File: config.mk
export PLATFORM = sky130hd
export DESIGN_NAME = fetch_pc_unit
export DESIGN_NICKNAME = d
export VERILOG_FILES = /design/src/rtl/fetch_pkg.sv /design/src/rtl/fetch_queue.sv /design/src/rtl/fetch_pc_unit.sv
export SDC_FILE = /design/constraint.sdc
export NUM_CORES = 1
export LEC_CHECK = 0
export CORE_MARGIN = 5
export CORE_UTILIZATION = 35
export DETAILED_ROUTE_END_ITERATION = 12
export GPL_ROUTABILITY_DRIVEN = 0
export SLEW_MARGIN = 30
export SYNTH_ARGS = -nofsm -noshare
export SYNTH_HDL_FRONTEND = slang
export SYNTH_SLANG_ARGS = --single-unit
File: constraint.sdc
create_clock -name clk -period 5.1 [get_ports clk]
set_input_delay 1.02 -clock clk [delete_from_list [all_inputs] [get_ports clk]]
set_output_delay 1.02 -clock clk [all_outputs]
set_load 0.005 [all_outputs]
File: src/rtl/fetch_pkg.sv
`default_nettype none
// +----------------------------------------------------------------------------+
// | fetch_pkg : shared types and defaults for the MCU32X fetch front end        |
// | Rev 1.0                                                                    |
// +----------------------------------------------------------------------------+
package fetch_pkg;

  localparam int unsigned FETCH_XLEN      = 32;
  localparam int unsigned FETCH_ADDR_STEP = 4;

  typedef enum logic [1:0] {
    S_REQ  = 2'd0,
    S_WAIT = 2'd1,
    S_DROP = 2'd2
  } fetch_state_t;

  typedef struct packed {
    logic [FETCH_XLEN-1:0] pc;
    logic [FETCH_XLEN-1:0] instr;
  } fetch_entry_t;

endpackage : fetch_pkg
`default_nettype wire

File: src/rtl/fetch_queue.sv
`default_nettype none
// +----------------------------------------------------------------------------+
// | fetch_queue : synchronous prefetch FIFO; flush beats push and pop          |
// | Rev 1.0                                                                    |
// +----------------------------------------------------------------------------+
module fetch_queue #(
  parameter int unsigned DEPTH = 4,
  parameter int unsigned WIDTH = 64
) (
  input  logic                       clk,
  input  logic                       rst,
  input  logic                       i_push,
  input  logic                       i_pop,
  input  logic                       i_flush,
  input  logic [WIDTH-1:0]           i_wdata,
  output logic [WIDTH-1:0]           o_rdata,
  output logic [$clog2(DEPTH):0]     o_count,
  output logic                       o_full,
  output logic                       o_empty
);

  localparam int unsigned AW = $clog2(DEPTH);
  localparam int unsigned CW = AW + 1;

  logic [WIDTH-1:0] r_mem [DEPTH];
  logic [AW-1:0]    r_wptr;
  logic [AW-1:0]    r_rptr;
  logic [CW-1:0]    r_count;
  logic             w_do_pop;
  logic             w_do_push;

  assign o_count   = r_count;
  assign o_full    = (r_count == CW'(DEPTH));
  assign o_empty   = (r_count == '0);
  assign w_do_pop  = i_pop && !o_empty;
  assign w_do_push = i_push && (!o_full || w_do_pop);
  // Head reads as zero while empty so stale storage never leaks out
  assign o_rdata   = o_empty ? '0 : r_mem[r_rptr];

  always_ff @(posedge clk) begin
    if (rst || i_flush) begin
      r_wptr  <= '0;
      r_rptr  <= '0;
      r_count <= '0;
    end else begin
      if (w_do_push) r_wptr <= r_wptr + AW'(1);
      if (w_do_pop)  r_rptr <= r_rptr + AW'(1);
      if (w_do_push && !w_do_pop)      r_count <= r_count + CW'(1);
      else if (!w_do_push && w_do_pop) r_count <= r_count - CW'(1);
    end
  end

  always_ff @(posedge clk) begin
    if (w_do_push && !i_flush) r_mem[r_wptr] <= i_wdata;
  end

endmodule : fetch_queue
`default_nettype wire

File: src/rtl/fetch_pc_unit.sv
`default_nettype none
// +----------------------------------------------------------------------------+
// | fetch_pc_unit : PC generation, imem handshake and prefetch queue (MCU32X)  |
// | Optional macro FETCH_PERF_EN enables the perf_* counters. Rev 1.0          |
// +----------------------------------------------------------------------------+
module fetch_pc_unit
  import fetch_pkg::*;
#(
  parameter int unsigned     XLEN         = FETCH_XLEN,
  parameter logic [XLEN-1:0] RESET_VECTOR = '0,
  parameter int unsigned     ADDR_STEP    = FETCH_ADDR_STEP,
  parameter int unsigned     QUEUE_DEPTH  = 4
) (
  input  logic            clk,
  input  logic            reset,
  output logic            imem_req,
  output logic [XLEN-1:0] imem_addr,
  input  logic            imem_ready,
  input  logic            imem_rvalid,
  input  logic [XLEN-1:0] imem_rdata,
  input  logic            redirect_valid,
  input  logic [XLEN-1:0] redirect_target,
  output logic            inst_valid,
  output logic [XLEN-1:0] inst_data,
  output logic [XLEN-1:0] inst_pc,
  input  logic            inst_ready,
  output logic [31:0]     perf_fetched,
  output logic [15:0]     perf_redirects
);

  localparam int unsigned CW = $clog2(QUEUE_DEPTH) + 1;
  localparam int unsigned EW = 2 * XLEN;

  fetch_state_t    r_state;
  fetch_state_t    w_state_nxt;
  logic [XLEN-1:0] r_fetch_pc;
  logic [XLEN-1:0] r_req_pc;
  logic            w_accept;
  logic            w_push;
  logic            w_pop;
  logic [EW-1:0]   w_head;
  logic [CW-1:0]   w_count;
  logic            w_full;
  logic            w_empty;

  assign imem_addr  = r_fetch_pc;
  assign w_accept   = imem_req && imem_ready;
  assign inst_valid = !w_empty;
  assign w_pop      = inst_valid && inst_ready;
  assign inst_pc    = w_head[EW-1:XLEN];
  assign inst_data  = w_head[XLEN-1:0];

  always_ff @(posedge clk) begin
    if (reset) r_state <= S_REQ;
    else       r_state <= w_state_nxt;
  end

  // A redirect that coincides with acceptance or a pending request leaves one
  // response in flight, which S_DROP absorbs before fetching resumes.
  always_comb begin
    w_state_nxt = r_state;
    case (r_state)
      S_REQ: begin
        if (w_accept) w_state_nxt = redirect_valid ? S_DROP : S_WAIT;
      end
      S_WAIT: begin
        if (imem_rvalid)         w_state_nxt = S_REQ;
        else if (redirect_valid) w_state_nxt = S_DROP;
      end
      S_DROP: begin
        if (imem_rvalid) w_state_nxt = S_REQ;
      end
      default: w_state_nxt = S_REQ;
    endcase
  end

  always_comb begin
    imem_req = 1'b0;
    w_push   = 1'b0;
    case (r_state)
      S_REQ:   imem_req = (w_count < CW'(QUEUE_DEPTH)) && !reset;
      S_WAIT:  w_push   = imem_rvalid && !redirect_valid && !w_full;
      default: ;
    endcase
  end

  always_ff @(posedge clk) begin
    if (reset) begin
      r_fetch_pc <= RESET_VECTOR;
      r_req_pc   <= '0;
    end else begin
      if (w_accept) r_req_pc <= r_fetch_pc;
      if (redirect_valid) r_fetch_pc <= redirect_target;
      else if (w_accept)  r_fetch_pc <= r_fetch_pc + XLEN'(ADDR_STEP);
    end
  end

  fetch_queue #(
    .DEPTH (QUEUE_DEPTH),
    .WIDTH (EW)
  ) u_queue (
    .clk     (clk),
    .rst     (reset),
    .i_push  (w_push),
    .i_pop   (w_pop),
    .i_flush (redirect_valid),
    .i_wdata ({r_req_pc, imem_rdata}),
    .o_rdata (w_head),
    .o_count (w_count),
    .o_full  (w_full),
    .o_empty (w_empty)
  );

`ifdef FETCH_PERF_EN
  logic [31:0] r_perf_fetched;
  logic [15:0] r_perf_redirects;

  always_ff @(posedge clk) begin
    if (reset) begin
      r_perf_fetched   <= '0;
      r_perf_redirects <= '0;
    end else begin
      if (w_push) r_perf_fetched <= r_perf_fetched + 32'd1;
      if (redirect_valid && (r_perf_redirects != 16'hFFFF))
        r_perf_redirects <= r_perf_redirects + 16'd1;
    end
  end

  assign perf_fetched   = r_perf_fetched;
  assign perf_redirects = r_perf_redirects;
`else
  assign perf_fetched   = '0;
  assign perf_redirects = '0;
`endif

endmodule : fetch_pc_unit
`default_nettype wire

== Yosys cells after proc, flatten, opt, wreduce, memory -nomap -nowiden ==
Memory sizes are Yosys's and may differ from the RTL's. A register that Yosys moved wholly into a read port is not among the register bits.
Index checks and enable logic that the tools add are counted.

* Register bits: 73
* RAM bits: 256
* Bits of input ports: 70
* Word-level logic and storage cells: 59
* Memories kept: 1

{| class="wikitable"
|+ Memories
! name !! depth !! bits a word !! rd ports !! clocked after memory_dff !! wr ports !! line !! text
|-
| u_queue.r_mem || 4 || 64 || 1 || 1 || 1 || fetch_queue.sv:25 || <nowiki>logic [WIDTH-1:0] r_mem [DEPTH];</nowiki>
|}

* Add/sub/neg operators: 5
* Magnitude comparators: 1
* Eq/ne operators: 6
* Muxes and demuxes: 17
* Reduce and logical (&&, ||, !) cells: 23

{| class="wikitable"
|+ Operator list
! operator !! count
|-
| 32-bit 2-to-1 mux || 2
|-
| 64-bit 2-to-1 mux || 1
|-
| 32-bit by 3-bit adder with 32-bit output, second input constant || 1
|-
| 2-bit 2-to-1 mux || 7
|-
| 1-bit logical AND || 10
|-
| 1-bit logical NOT || 6
|-
| 3-bit 2-to-1 mux || 2
|-
| 2-bit one-hot mux with 3 select lines || 1
|-
| 2-bit by 1-bit adder with 2-bit output, second input constant || 2
|-
| 1-bit 2-to-1 mux || 4
|-
| 2-bit inequality test, second input constant || 2
|-
| 2-bit nonzero test || 2
|-
| 3-bit by 1-bit adder with 3-bit output, second input constant || 1
|-
| 3-bit equality test, second input constant || 1
|-
| 3-bit logical NOT || 1
|-
| 3-bit less-than comparator, second input constant || 1
|-
| 3-bit inequality test, second input constant || 1
|-
| 3-bit AND reduction || 1
|-
| 3-bit by 1-bit subtractor with 3-bit output, second input constant || 1
|-
| 2-bit by 1-bit equality test with 1-bit output, second input constant || 1
|-
| 2-bit equality test, second input constant || 1
|-
| 2-bit logical NOT || 1
|-
| 1-bit logical OR || 2
|}

== Logic depth before layout (Yosys ltp) ==
Gate-level depths: netlist of run 1.

* Depth after elaboration: 10
* Depth in mapped cells: 8
* Mapped depth without buffers: 8

== Cells and area by module ==
Synthesis of run 1 repeated with hierarchy kept, for this count alone.

* Cells, all modules: 890
* Area total of the unflattened synthesis: 13686.9 sq um

{| class="wikitable"
|+ Modules (own cells, without submodules)
! module !! instances !! cells each !! area an instance (sq um) !! seq. area each (sq um)
|-
| fetch_queue || 1 || 458 || 10172.3 || 7867.5
|-
| fetch_pc_unit || 1 || 432 || 3514.6 || 1321.3
|}

== Worst setup path after synthesis of run 1 ==
No wires, ideal clock.

* Path type: input -> register
* Start point: input redirect_valid
* End point: memory u_queue.r_mem[0][0], enable pin
* Setup time: 0.429 ns
* Arrival: 3.572 ns
* Path slack: 1.099 ns
* Stages: 3
* Path buffers: 1
* Path through: clkbuf_1 a2111oi_1 and2_1

* Longest elaborated chain between the ends: 8

{| class="wikitable"
|+ RTL lines
! item !! line !! text
|-
| start, declared || fetch_pc_unit.sv:21 || <nowiki>input logic redirect_valid,</nowiki>
|-
| 1-bit logical NOT * || fetch_queue.sv:54, fetch_pc_unit.sv:82 ||
|-
| 1-bit logical AND (2 in a row) || fetch_pc_unit.sv:82 || <nowiki>S_WAIT: w_push = imem_rvalid && !redirect_valid && !w_full;</nowiki>
|-
| 1-bit 2-to-1 mux || fetch_pc_unit.sv:80 || <nowiki>case (r_state)</nowiki>
|-
| 1-bit logical AND || fetch_queue.sv:36 || <nowiki>assign w_do_push = i_push && (!o_full || w_do_pop);</nowiki>
|-
| 1-bit logical AND * || fetch_queue.sv:54 || <nowiki>if (w_do_push && !i_flush) r_mem[r_wptr] <= i_wdata;</nowiki>
|-
| 1-bit 2-to-1 mux * || fetch_queue.sv:54 ||
|-
| 1-bit 2-to-1 mux (not written as such) * || fetch_queue.sv:54 ||
|-
| end, declared || fetch_queue.sv:25 ||
|}

Mark *: on every way between the ends. The rest lies on a longest branch, timed or not.

==> results.yml, run 1 <==
global_routing:
  grt_max_degree: 75
  antenna_found_initial: 1
  grt_pass1_wl_um: 48200
  track_usage_pct: 14.5
  grt-ovfl-total: 0
  first_global_vias: 8213
sta:
  clock.fmax_ghz: 0.263
  setup_viol: 0
  period_needed_ns: 3.80
  relSlewSlack_pct: 43.2
  fin_skew_ns: 0.0147
  post-route-period-util_pct: 74.5
  holdWs_ns: 0.496
  fin_tns_setup_ns: 0
  maxSlewViolCount: 0
  hold_violations: 0
  worst_pin_slew_ns: 0.844
  grt_setup_unrepaired: "false"
drt:
  drtIter0Drc: 446
  via_per_inst: 4.92
  firstDrtPassIters: 5
  post_drt_wl_per_cell_um: 19.4
  drt_wl_total_um: 31300
  final_antenna_net_count: 0
  num_vias: 7925
  drc: 0
power:
  p_leak_nw: 5.41
  p_clk_share_pct: 44.4
  total_power_mw: 5.79
  seqPwrFrac_pct: 51.3
  power.density_nw_per_um2: 344
  p_int_mw: 4.62
  power_switching_mw: 1.17
  combPwrFrac_pct: 4.3
  swShare_pct: 20.2
  vdd_drop_max_mv: 0.211
floorplan:
  pin_count: 216
  die_width_um: 207
  rows: 72
  die_y_um: 207
  die_area_um2: 42600
  core_area_um2: 38500
  start_util_pct: 35.1
layout:
  layout.nets: 1145
  synthToLayoutAreaGrowth_pct: 24.7
  design_area_um2: 16900
  drive_above_1_share_pct: 13.5
  utilization_pct: 43.8
clock_network:
  hold_buffers: 0
  cts_root_buf: "clkbuf_16"
  cts_tree: "built"
  clkLatencyLatePin_ns: 0.50
  cts_resized: 0
  clk_path_buf_depth: 3
  clk_pin_slew_ns: 0.06
  cts_inserted_buffers: 37
  cts.sinks: 331
  htreeDepth: 2
  cts_setup_buffers: 0
critical_path:
  cp.required_ns: 4.08
  cp-start-kind: "flip-flop"
  crit_path_end_kind: "primary output"
  cp_max_fo: 23
  ff2ff_path_depth: 9
  rrSetupSlack_ns: 2.23
  r2r_end: "u_queue.o_count[2]"
  reg2reg_from: "u_queue.o_count[2]"
  crit_arrival_ns: 2.78
  critPathKind: "reg2out"
synthesis:
  synth_cell_type_count: 48
  synth_area_um2: 13500
  ys_top_cells_by_area: "edfxtp_1 (57%), dfxtp_1 (11%), mux4_2 (11%), and2_1 (3.2%), buf_4 (2.7%)"
  synth-main-ff-cell: "edfxtp_1"
  synthArstFlopShare_pct: 0
  synth_warnings: 0
  syn_inst: 897
  yosysTopAreaCell: "edfxtp_1"
  synth_edf_count: 256
  synth_area_per_cell_um2: 15.1
  synth_seq_cells: 331
  seq_area_frac_synth_pct: 68.0
  yosysTopAreaCellShare_pct: 56.9
min_path:
  hold_path.class: "reg2reg"
  holdPathStages: 2
  holdPathEnd: "r_req_pc[1]"
  worstHoldStart: "imem_addr[1]"
placed_design:
  dpl.hpwl_um: 20400
  io_buffers: 167
  dpl_cell_area_um2: 15700
run_status:
  outcome: "finished, final reports clean"
run:
  maxCapViolations: 0
## layout by cell type, fill, tap and decap left out, types with 11 or more instances in the layout
| cell | count |
|---|---|
| nand2_1 | 82 |
| nand3_1 | 14 |
| mux4_2 | 64 |
| a311oi_1 | 15 |
| or4_1 | 11 |
| clkbuf_16 | 38 |
| a21oi_1 | 39 |
| dfxtp_1 | 73 |
| inv_1 | 16 |
| and2_1 | 66 |
| edfxtp_1 | 256 |
| clkdlybuf4s50_1 | 166 |
| nor2_1 | 38 |
| conb_1 | 48 |
## sequential cells by signal, indices dropped and copies added, names as in the netlist, named ones only
name / count
u_queue.r_wptr: 2
u_queue.r_rptr: 2
r_req_pc: 32
u_queue.r_mem: 256
u_queue.o_count: 3
r_state: 2
imem_addr: 32
## cell usage after synthesis (14+ instances only)
cell type	instances
edfxtp_1	256
nand2_1	82
dfxtp_1	75
and2_1	70
mux4_2	64
buf_4	48
a21oi_1	39
nor2_1	39
clkbuf_1	38
inv_1	16
a311oi_1	15
nand3_1	14
## metal layers
layer / vias to the layer above / GRT usage, % / part of all wire (%)
li1: 3662 / - / -
met3: 41 / 3.09 / 6.7
met1: 3942 / 20.5 / 45
met5: - / 0 / 0
met4: 0 / 3.71 / 2.2
met2: 280 / 23.1 / 46
## critical path, stage by stage (launching register included)
cell             delay [ns]
dfxtp_4                0.67
buf_4                  0.40
mux4_2                 0.53
and2_1                 0.17
clkdlybuf4s50_1        0.50
## worst max-delay path by stage
| stage | from | to | depth (start not counted) |
|---|---|---|---|
| after floorplan | redirect_valid | u_queue.r_mem[0][0] | 3 |
| after global placement | imem_rvalid | u_queue.r_mem[0][10] | 5 |
| after detailed placement | imem_rvalid | u_queue.o_count[2] | 10 |
| after CTS | flip-flop | inst_pc[20] | 4 |
| after global routing | flip-flop | inst_pc[20] | 4 |
| final | flip-flop | inst_pc[20] | 4 |
## through the flow
stage / worst slack (ns) / cells
final: 1.30 / 1611
after detailed placement: 1.65 / 1547
after CTS: 1.19 / 1610
after floorplan: 1.10 / 944
after global placement: 1.56 / 1542
after global routing: 1.09 / 1611
## power by group through the flow
stage	combinational, mW	clock [mW]	sequential, mW
2_1_floorplan	0.129	0	3.01
3_3_place_gp	0.249	0	3.03
3_5_place_dp	0.251	0	3.03
4_1_cts	0.253	2.64	2.97
5_1_grt	0.278	2.75	2.98
6_report	0.251	2.57	2.97
## final cells by class
cell class / instances / area (um2)
multi-input cells: 500 / 3910
well taps: 518 / 648
repair buffers: 182 / 1860
diodes: 1 / 2.50
inverters: 16 / 60.1
clock inverters: 12 / 138
fillers: 3466 / 21600
clock buffers: 51 / 1040
flip-flops and latches: 331 / 9200
## cell families after synthesis
| logic type | Yosys count | synth area share (%) |
|---|---|---|
| muxes | 68 | 11.0 |
| xor gates and xnor gates | 11 | 0.713 |
| adders and majority gates | 7 | 0.704 |
| buffers and inverters | 113 | 4.55 |
| AOI/OAI and AO/OA | 93 | 4.51 |
| DFF | 331 | 68.0 |
| other | 1 | 0.0277 |
| and+or+nand+nor | 273 | 10.6 |
Power figures use the tool's default switching activity.
==> inputs of run 2 (changes only) <==
- clock period: 5.1 -> 3.6 ns (I/O delays scaled with it)
==> run 2 against run 1 <==
Effect of this change:
- sequential power grew 42%
- via count shrank 0.96%
- worst hold slack got worse by 0.0081 ns
- setup slack worse by 1.1 ns
- combinational power rose by 42%
- critical path type unchanged
==> results.yml, run 2 (synthesis results as in run 1) <==
run_status:
  outcome: "finished, final reports clean"
sta:
  period_needed_ns: 3.37
  clock.fmax_ghz: 0.297
  post-route-period-util_pct: 93.6
  setup_viol: 0
  fin_tns_setup_ns: 0
  maxSlewViolCount: 0
  grt_setup_unrepaired: "false"
  worst_pin_slew_ns: 0.928
  fin_skew_ns: 0.0176
  relSlewSlack_pct: 37.5
  holdWs_ns: 0.488
  worst_slack_ns: 0.231
  hold_violations: 0
critical_path:
  cp-start-kind: "flip-flop"
  critPathKind: "reg2out"
  cp.required_ns: 2.88
  path_cells: "buf_4 > mux4_2 > and2_1 > clkdlybuf4s50_1"
  cp_slowest_cell: "dfxtp_4"
  cp_num_buf_inv: 2
  crit_path_end_kind: "primary output"
  crit_family: "buffers and inverters"
  crit_path_max_incr_delay_ns: 0.56
  cp_max_fo: 15
  crit_arrival_ns: 2.65
power:
  power.density_nw_per_um2: 494
  vdd_drop_max_mv: 0.292
  p_leak_nw: 5.49
drt:
  firstDrtPassIters: 5
  via_per_inst: 4.85
  drt_wl_total_um: 31500
  post_drt_wl_per_cell_um: 19.4
  drtIter0Drc: 478
  num_vias: 7849
  drc: 0
  final_antenna_net_count: 0
clock_network:
  clk_path_buf_depth: 3
  cts_root_buf: "clkbuf_16"
  cts_tree: "built"
  cts.sinks: 331
  cts_setup_buffers: 0
  htreeDepth: 2
  clk_pin_slew_ns: 0.06
  hold_buffers: 0
  cts_inserted_buffers: 36
  clkLatencyLatePin_ns: 0.52
  cts_resized: 0
global_routing:
  first_global_vias: 8155
  track_usage_pct: 14.6
  grt-ovfl-total: 0
  antenna_found_initial: 0
  grt_pass1_wl_um: 48200
  grt_max_degree: 75
layout:
  largest_reg_flops: 256
  fillers: 3460
  synthToLayoutAreaGrowth_pct: 25.8
  top_register: "u_queue.r_mem"
  diodes: 0
  layout.nets: 1152
  final_cell_mix: "edfxtp_1 (256), clkdlybuf4s50_1 (166), nand2_1 (82), dfxtp_1 (73), and2_1 (66)"
  utilization_pct: 44.2
  drive_above_1_share_pct: 14.0
  final_common_cell: "edfxtp_1"
floorplan:
  start_util_pct: 35.1
  rows: 72
  die_y_um: 207
  core_area_um2: 38500
  die_area_um2: 42600
  die_width_um: 207
  pin_count: 216
run:
  maxCapViolations: 0
placed_design:
  pre_cts_ws_ns: 0.451
  dpl.hpwl_um: 20100
  io_buffers: 167
min_path:
  hold_path.class: "reg2reg"
==> run 2: layer usage <==
metal	up-vias	GRT usage (%)	share of wire (%)
met3	36	3.36	6.1
met2	225	23.6	47
met5	-	0	0
met4	0	3.09	1.4
met1	3901	20.3	45
li1	3687	-	-
==> run 2: final cells by class <==
type / count / area [um2] / share of cell area [%]
clock buffer: 46 / 1000 / 5.89
clock inverter: 18 / 248 / 1.46
inverter: 16 / 60.1 / 0.353
multi-input combinational: 500 / 3910 / 23.0
sequential: 331 / 9200 / 54.1
tap: 518 / 648 / 3.81
timing repair buffer: 190 / 1940 / 11.4
==> run 2: path summary, 6_finish.rpt <==
check / from / to / slack [ns] / depth (start not counted)
worst max-delay path: flip-flop / inst_pc[20] / 0.23 / 4
worst min-delay path: imem_addr[1] / r_req_pc[1] / 0.49 / 2
worst max register to register: u_queue.o_count[2] / u_queue.o_count[2] / 0.80 / 9
worst min register to register: imem_addr[1] / r_req_pc[1] / 0.49 / 2
==> run 2: worst reg2reg max path: stages (launching register included) <==
cell	delay, ns
dfxtp_1	0.34
or3_2	0.70
buf_4	0.29
nand2_1	0.14
ha_1	0.20
inv_1	0.07
fa_1	0.38
xor2_1	0.16
or3_1	0.31
a21oi_1	0.14
==> run 2: where the power goes <==
group          switching (mW)  leakage, nW  internal [mW]
sequential             0.0715         2.92           4.14
combinational           0.170         1.96          0.186
clock                    1.43        0.611           2.40
total                    1.67         5.49           6.72
==> run 2: metrics by stage <==
stage / power (mW) / instance area, um2 / instances
3_5_place_dp: 4.65 / 15800 / 1555
2_1_floorplan: 4.45 / 13700 / 944
6_report: 8.40 / 17000 / 1619
5_1_grt: 8.73 / 17000 / 1619
3_3_place_gp: 4.64 / 15800 / 1555
4_1_cts: 8.50 / 17000 / 1619
==> inputs of run 3 (changes only) <==
- clock period: 3.6 -> 3.7 ns (I/O delays scaled with it)
==> run 3 against run 2 <==
Effect of this change:
- critical path depth stayed put
- count of clock-buffer cells in the layout is 2 higher
- cell area hardly changed
- largest power group unchanged
- sequential power is 3% lower
- clock power is 6.3% lower
- total power is 4.2% lower
==> results.yml, run 3 (synthesis results as in run 1) <==
critical_path:
  crit_path_end_kind: "primary output"
  critPathKind: "reg2out"
  cp-start-kind: "flip-flop"
  crit_arrival_ns: 2.65
  cp.required_ns: 2.96
  reg2reg_from: "u_queue.o_count[2]"
  cp_max_fo: 21
clock_network:
  cts_setup_buffers: 0
  clkLatencyLatePin_ns: 0.50
  cts_resized: 0
  cts_root_buf: "clkbuf_16"
  cts_tree: "built"
  clk_path_buf_depth: 3
  clk_pin_slew_ns: 0.06
  htreeDepth: 2
  cts_inserted_buffers: 37
  hold_buffers: 0
  cts.sinks: 331
layout:
  final_cell_mix: "edfxtp_1 (256), clkdlybuf4s50_1 (166), nand2_1 (82), dfxtp_1 (73), and2_1 (66)"
  utilization_pct: 44.2
  layout.nets: 1158
  register_area_um2: 9200
  design_area_um2: 17000
  top_register: "u_queue.r_mem"
  multi_input_area_um2: 3910
  final_common_cell: "edfxtp_1"
  drive_above_1_share_pct: 14.6
  fillers: 3475
  diodes: 0
  synthToLayoutAreaGrowth_pct: 25.8
  largest_reg_flops: 256
power:
  swShare_pct: 20.4
  vdd_drop_max_mv: 0.252
  combPwrFrac_pct: 4.3
  seqPwrFrac_pct: 51.0
  total_power_mw: 8.04
  p_leak_nw: 5.50
  power_switching_mw: 1.64
  p_int_mw: 6.40
  power.density_nw_per_um2: 473
  p_clk_share_pct: 44.7
drt:
  post_drt_wl_per_cell_um: 19.5
  final_antenna_net_count: 0
  drt_wl_total_um: 31600
  drtIter0Drc: 478
  num_vias: 7921
  firstDrtPassIters: 5
  drc: 0
  via_per_inst: 4.87
sta:
  setup_viol: 0
  period_needed_ns: 3.39
  fin_skew_ns: 0.00953
  relSlewSlack_pct: 37.0
  hold_violations: 0
  worst_pin_slew_ns: 0.937
  clock.fmax_ghz: 0.295
  maxSlewViolCount: 0
  fin_tns_setup_ns: 0
  post-route-period-util_pct: 91.7
  grt_setup_unrepaired: "false"
run_status:
  outcome: "finished, final reports clean"
floorplan:
  die_area_um2: 42600
  rows: 72
  die_width_um: 207
  start_util_pct: 35.1
  pin_count: 216
  core_area_um2: 38500
  die_y_um: 207
placed_design:
  dpl_cell_area_um2: 15800
  dpl.hpwl_um: 20800
  io_buffers: 167
global_routing:
  grt_pass1_wl_um: 48100
  grt_max_degree: 62
  grt-ovfl-total: 0
  first_global_vias: 8192
  antenna_found_initial: 1
  track_usage_pct: 14.5
min_path:
  hold_path.class: "reg2reg"
  worstHoldStart: "imem_addr[1]"
run:
  maxCapViolations: 0
[run 3: cell count changes in the layout (fill, tap and decap cells not counted)]
cell,before,now
buf_4,15,19
clkbuf_1,6,7
bufinv_16,6,4
clkinv_1,6,3
clkinvlp_4,0,1
clkbuf_16,38,37
buf_12,8,9
clkinv_2,4,8
clkinv_8,1,0
clkbuf_8,2,4
[run 3: critical path, stage by stage (launching register included)]
cell             delay, ns
dfxtp_4               0.66
buf_12                0.26
mux4_2                0.59
and2_1                0.19
clkdlybuf4s50_1       0.44
[run 3: power by group through the flow]
stage | Sequential [mW] | Clock (mW) | Combinational (mW)
after floorplan | 4.15 | 0 | 0.178
after global placement | 4.17 | 0 | 0.346
after detailed placement | 4.18 | 0 | 0.350
after CTS | 4.10 | 3.69 | 0.352
after global routing | 4.10 | 3.86 | 0.382
final | 4.10 | 3.59 | 0.348
[run 3: path summary, 6_finish.rpt]
kind	end	slack (ns)	cells past startpoint
min	r_req_pc[1]	0.48	2
max reg2reg	u_queue.o_count[2]	0.97	8
min reg2reg	r_req_pc[1]	0.48	2
max	inst_pc[9]	0.31	4
[run 3: metrics by stage]
step / worst slack, ns / instances / hold slack, ns
4_1_cts: 0.209 / 1625 / 0.479
2_1_floorplan: 0.639 / 944 / 0.460
3_5_place_dp: 0.468 / 1560 / 0.467
6_report: 0.307 / 1625 / 0.478
5_1_grt: 0.123 / 1625 / 0.514
3_3_place_gp: 0.565 / 1560 / 0.472
[run 3: metal layers]
metal | GRT usage, % | vias up | wire length (um)
li1 | - | 3693 | -
met1 | 20.0 | 3973 | 14400
met2 | 23.7 | 209 | 14900
met3 | 3.14 | 46 | 1770
met4 | 3.56 | 0 | 621
met5 | 0 | - | 0
[run 3: area by class of cell]
| type | instances | area share (%) |
|---|---|---|
| inverters | 16 | 0.353 |
| flip-flops and latches | 331 | 54.1 |
| clock inverters | 17 | 1.10 |
| clock buffers | 48 | 5.93 |
| well taps | 518 | 3.81 |
| repair buffers | 195 | 11.7 |
| multi-input cells | 500 | 23.0 |
==> patch 1: new RTL, settings of run 1 <==
The option `FETCH_PERF_EN` is turned on by a define.
--- a/src/rtl/fetch_pc_unit.sv
+++ b/src/rtl/fetch_pc_unit.sv
@@ -4,4 +4,6 @@
 // | Optional macro FETCH_PERF_EN enables the perf_* counters. Rev 1.0          |
 // +----------------------------------------------------------------------------+
+`define FETCH_PERF_EN
+
 module fetch_pc_unit
   import fetch_pkg::*;
Formal check against the unedited RTL: not equivalent (Yosys sat finds a counterexample within 4 cycles, from zero or initial values and one cycle with reset high).
==> patch 1 against run 1 <==
Area after synthesis grew 15%. Wire length increased by 31%. Final area increased by 17%. Utilization is 0.93 points higher. Power is 14% higher. Sequential cell count up 48. Count of clock-buffer cells in the layout rose by 9. Worst setup slack worse by 0.087 ns. Sequential share of layout area fell by 3.1 points. Die area grew 14%. Critical endpoint is now inst_pc[0].
==> patch 1: results <==
run_status:
  status: "finished, final reports clean"
grt:
  grt_pass1_vias: 10298
  grt_max_degree: 65
  grt_pass1_wl_um: 63250
  grtUsageTotal_pct: 16.32
  grt_antenna_before_repair: 3
clocking:
  clk_path_buf_depth: 3
  clockRootBuffer: "clkbuf_16"
  ctsResizeCount: 0
  path_clk_slew_ns: 0.06
  htree_levels: 2
  numCtsBuffers: 40
  post_cts_buffers: 0
  clock_latency_ns: 0.55
placed_design:
  placed_cells: 1884
  dpl.hpwl_um: 26820
  port_buffers: 215
  pre_cts_slack_ns: 0.8170
timing:
  maxSlewHeadroom_pct: 39.75
  skew_ns: 0.01147
drt:
  drt.antenna.violating_nets: 0
  drt-total-wl_um: 41150
  viasPerCell: 5.286
  drt_first_pass_iters: 5
  drt_iter0_drc: 702
yosys:
  yosysWarningCount: 0
  yosys.area_share.adder_pct: 0.7720
  ys_top_cells_by_area: "edfxtp_1 49%, dfxtp_1 16%, mux4_2 9.3%"
  muxShareOfSynthArea_pct: 9.955
  synth_common_cells: "256 x edfxtp_1, 123 x dfxtp_1, 102 x nand2_1"
  ys_seq_area_share_pct: 65.23
  synth_xor_area_share_pct: 1.126
  synth_nets: 1213
  synth.distinct_cells: 53
  syn_avg_cell_area_um2: 13.72
  synth_compound_area_share_pct: 6.642
  synth_enable_flop_cells: 256
  async_reset_ff_share_pct: 0
  ys.flop_type: "edfxtp_1"
setup_path:
  arrival_ns: 2.87
  slowest_stage: "or3_2"
  critPathMaxStageDelay_ns: 0.60
  crit_fanout: 34
final_layout:
  largest_register: "u_queue.r_mem"
  fin_nets: 1414
  fillers: 4076
  layout-drive-gt1-share_pct: 12.52
  largest_register_ff_count: 256
  final_cells: 1959
pwr:
  power.internal_mw: 5.215
  clkPwrFrac_pct: 45.0
  powerSeq_mw: 3.35
  p_leak_nw: 6.190
  power_frac_seq_pct: 50.8
  peakVddDrop_mv: 0.2223
min_path:
  hold_class: "reg -> reg"
patch 1: cells by family (layout without fill, tap and decap cells):
kind of cell,after synthesis,count (layout)
other cells,0,1
flops,379,379
simple gates,398,398
mux,74,74
buf+inv,95,327
fa+ha+maj,9,9
compound gates,159,159
xor+xnor,20,20
patch 1: path summary, 6_finish.rpt:
check | cells after the start | endpoint | from | slack, ns
worst max-delay path | 4 | inst_pc[0] | u_queue.o_count[0] | 1.21
worst min register to register | 2 | r_req_pc[31] | imem_addr[31] | 0.49
worst max register to register | 9 | u_queue.o_count[2] | r_state[1] | 2.04
worst min-delay path | 2 | r_req_pc[31] | imem_addr[31] | 0.49
patch 1: cell type report:
cell class	instances	area [um^2]	area share, %
sequential	379	10160	51.44
clock inverter	13	170.2	0.8619
timing repair buffer	233	2333	11.82
tap	592	740.7	3.752
clock buffer	60	1187	6.014
multi-input combinational	660	5074	25.70
inverter	21	78.83	0.3992
antenna	1	2.502	0.01267
patch 1: metrics by stage:
| stage | hold WS, ns | area [um^2] |
|---|---|---|
| CTS | 0.4945 | 19730 |
| global route | 0.5139 | 19740 |
| global placement | 0.4780 | 18310 |
| detailed placement | 0.4850 | 18370 |
| floorplan | 0.4600 | 15560 |
| finish | 0.4932 | 19740 |
patch 1: routing by layer:
| metal | global-route usage [%] | part of all wire, % |
|---|---|---|
| met5 | 0 | 0.058 |
| met4 | 4.202 | 2.1 |
| met3 | 4.400 | 7.2 |
| met2 | 26.57 | 48 |
| met1 | 21.87 | 43 |
patch 1: worst max-delay path: cells and delay by family (launching register included):
family                 cells  cell delay [ns]
AND/OR/NAND/NOR            2             0.86
flip-flops                 1             0.45
buffers and inverters      2             0.97
==> patch 2: new RTL, flow settings as in run 1 <==
Made on the original files. The 3 states of `fetch_state_t` get a one-hot encoding in 3 bits.
--- a/src/rtl/fetch_pkg.sv
+++ b/src/rtl/fetch_pkg.sv
@@ -9,8 +9,8 @@
   localparam int unsigned FETCH_ADDR_STEP = 4;
 
-  typedef enum logic [1:0] {
-    S_REQ  = 2'd0,
-    S_WAIT = 2'd1,
-    S_DROP = 2'd2
+  typedef enum logic [2:0] {
+    S_REQ  = 3'b001,
+    S_WAIT = 3'b010,
+    S_DROP = 3'b100
   } fetch_state_t;
 
Behaviour: no difference found for any inputs over 4 cycles, from zero or initial values and one cycle with reset high; so few cycles prove little.
==> patch 2 against run 1 <==
Area after synthesis rose by 1.1%. Sequential power barely moved. Wire length rose by 2.7%. Final area rose by 0.56%. Synthesized cell count fell by 0.11%. Count of clock-buffer cells in the layout did not move. Register-to-register slack got worse by 0.04 ns. Sequential cell count rose by 1. First-iteration DRC count rose by 27%. Power fell by 1.7%. Largest power group unchanged. Critical path type unchanged. Worst setup slack got worse by 0.13 ns. Sequential share of layout area fell by 0.18 points.
==> patch 2: results <==
yosys:
  ys_top_cells_by_area: "edfxtp_1 56%, dfxtp_1 11%, mux4_2 11%"
  synth_common_cells: "256 x edfxtp_1, 79 x nand2_1, 76 x dfxtp_1"
  muxShareOfSynthArea_pct: 10.84
  yosys.area_share.adder_pct: 0.6957
setup_path:
  r2r_cells: 8
  ff2ff_setup_slack_ns: 2.19
  arrival_ns: 2.91
  crit_fanout: 34
grt:
  grt_pass1_vias: 8330
  grtUsageTotal_pct: 14.63
  grt_pass1_wl_um: 50070
run_status:
  status: "finished, final reports clean"
drt:
  drt_iter0_drc: 565
  route.met3.wl_um: 1836
  met2_length_um: 15510
  wl_met1_um: 14180
pwr:
  peakVddDrop_mv: 0.2190
  powerComb_mw: 0.225
  p_leak_nw: 5.621
  p_sw_share_pct: 20.77
  power_frac_seq_pct: 52.3
timing:
  max_clock_freq_mhz: 254.4
final_layout:
  antennaDiodeCount: 0
  fillers: 3442
  fin_nets: 1140
placed_design:
  placed_cells: 1542
patch 2: final cells by class:
cell class | count | area, um^2 | area share [%]
clock buffers | 51 | 1031 | 6.083
clock inverters | 17 | 113.9 | 0.6718
inverters | 15 | 56.30 | 0.3322
multi-input cells | 497 | 4021 | 23.73
flip-flops and latches | 332 | 9216 | 54.38
well taps | 518 | 648.1 | 3.824
repair buffers | 180 | 1862 | 10.98
patch 2: tightest hold or removal path: cells and delay by family, from the launching register on:
kind             cells  cell delay (ns)
AND/OR/NAND/NOR      1             0.06
flip-flops           1             0.32
AO/OA/AOI/OAI        1             0.05
patch 2: per-layer routing:
layer,track usage [%],vias up
li1,-,3671
met5,0,-
met1,19.92,4019
met4,3.760,0
met3,3.234,42
met2,24.06,242
patch 2: cells by family (layout without fill, tap and decap cells):
logic type	after synthesis	in the layout
multiplexers	68	68
flip-flops	332	332
XOR/XNOR	12	12
adder cells (fa/ha/maj)	7	7
buffers and inverters	114	263
AO/OA/AOI/OAI	98	98
AND/OR/NAND/NOR	264	264
other	1	48
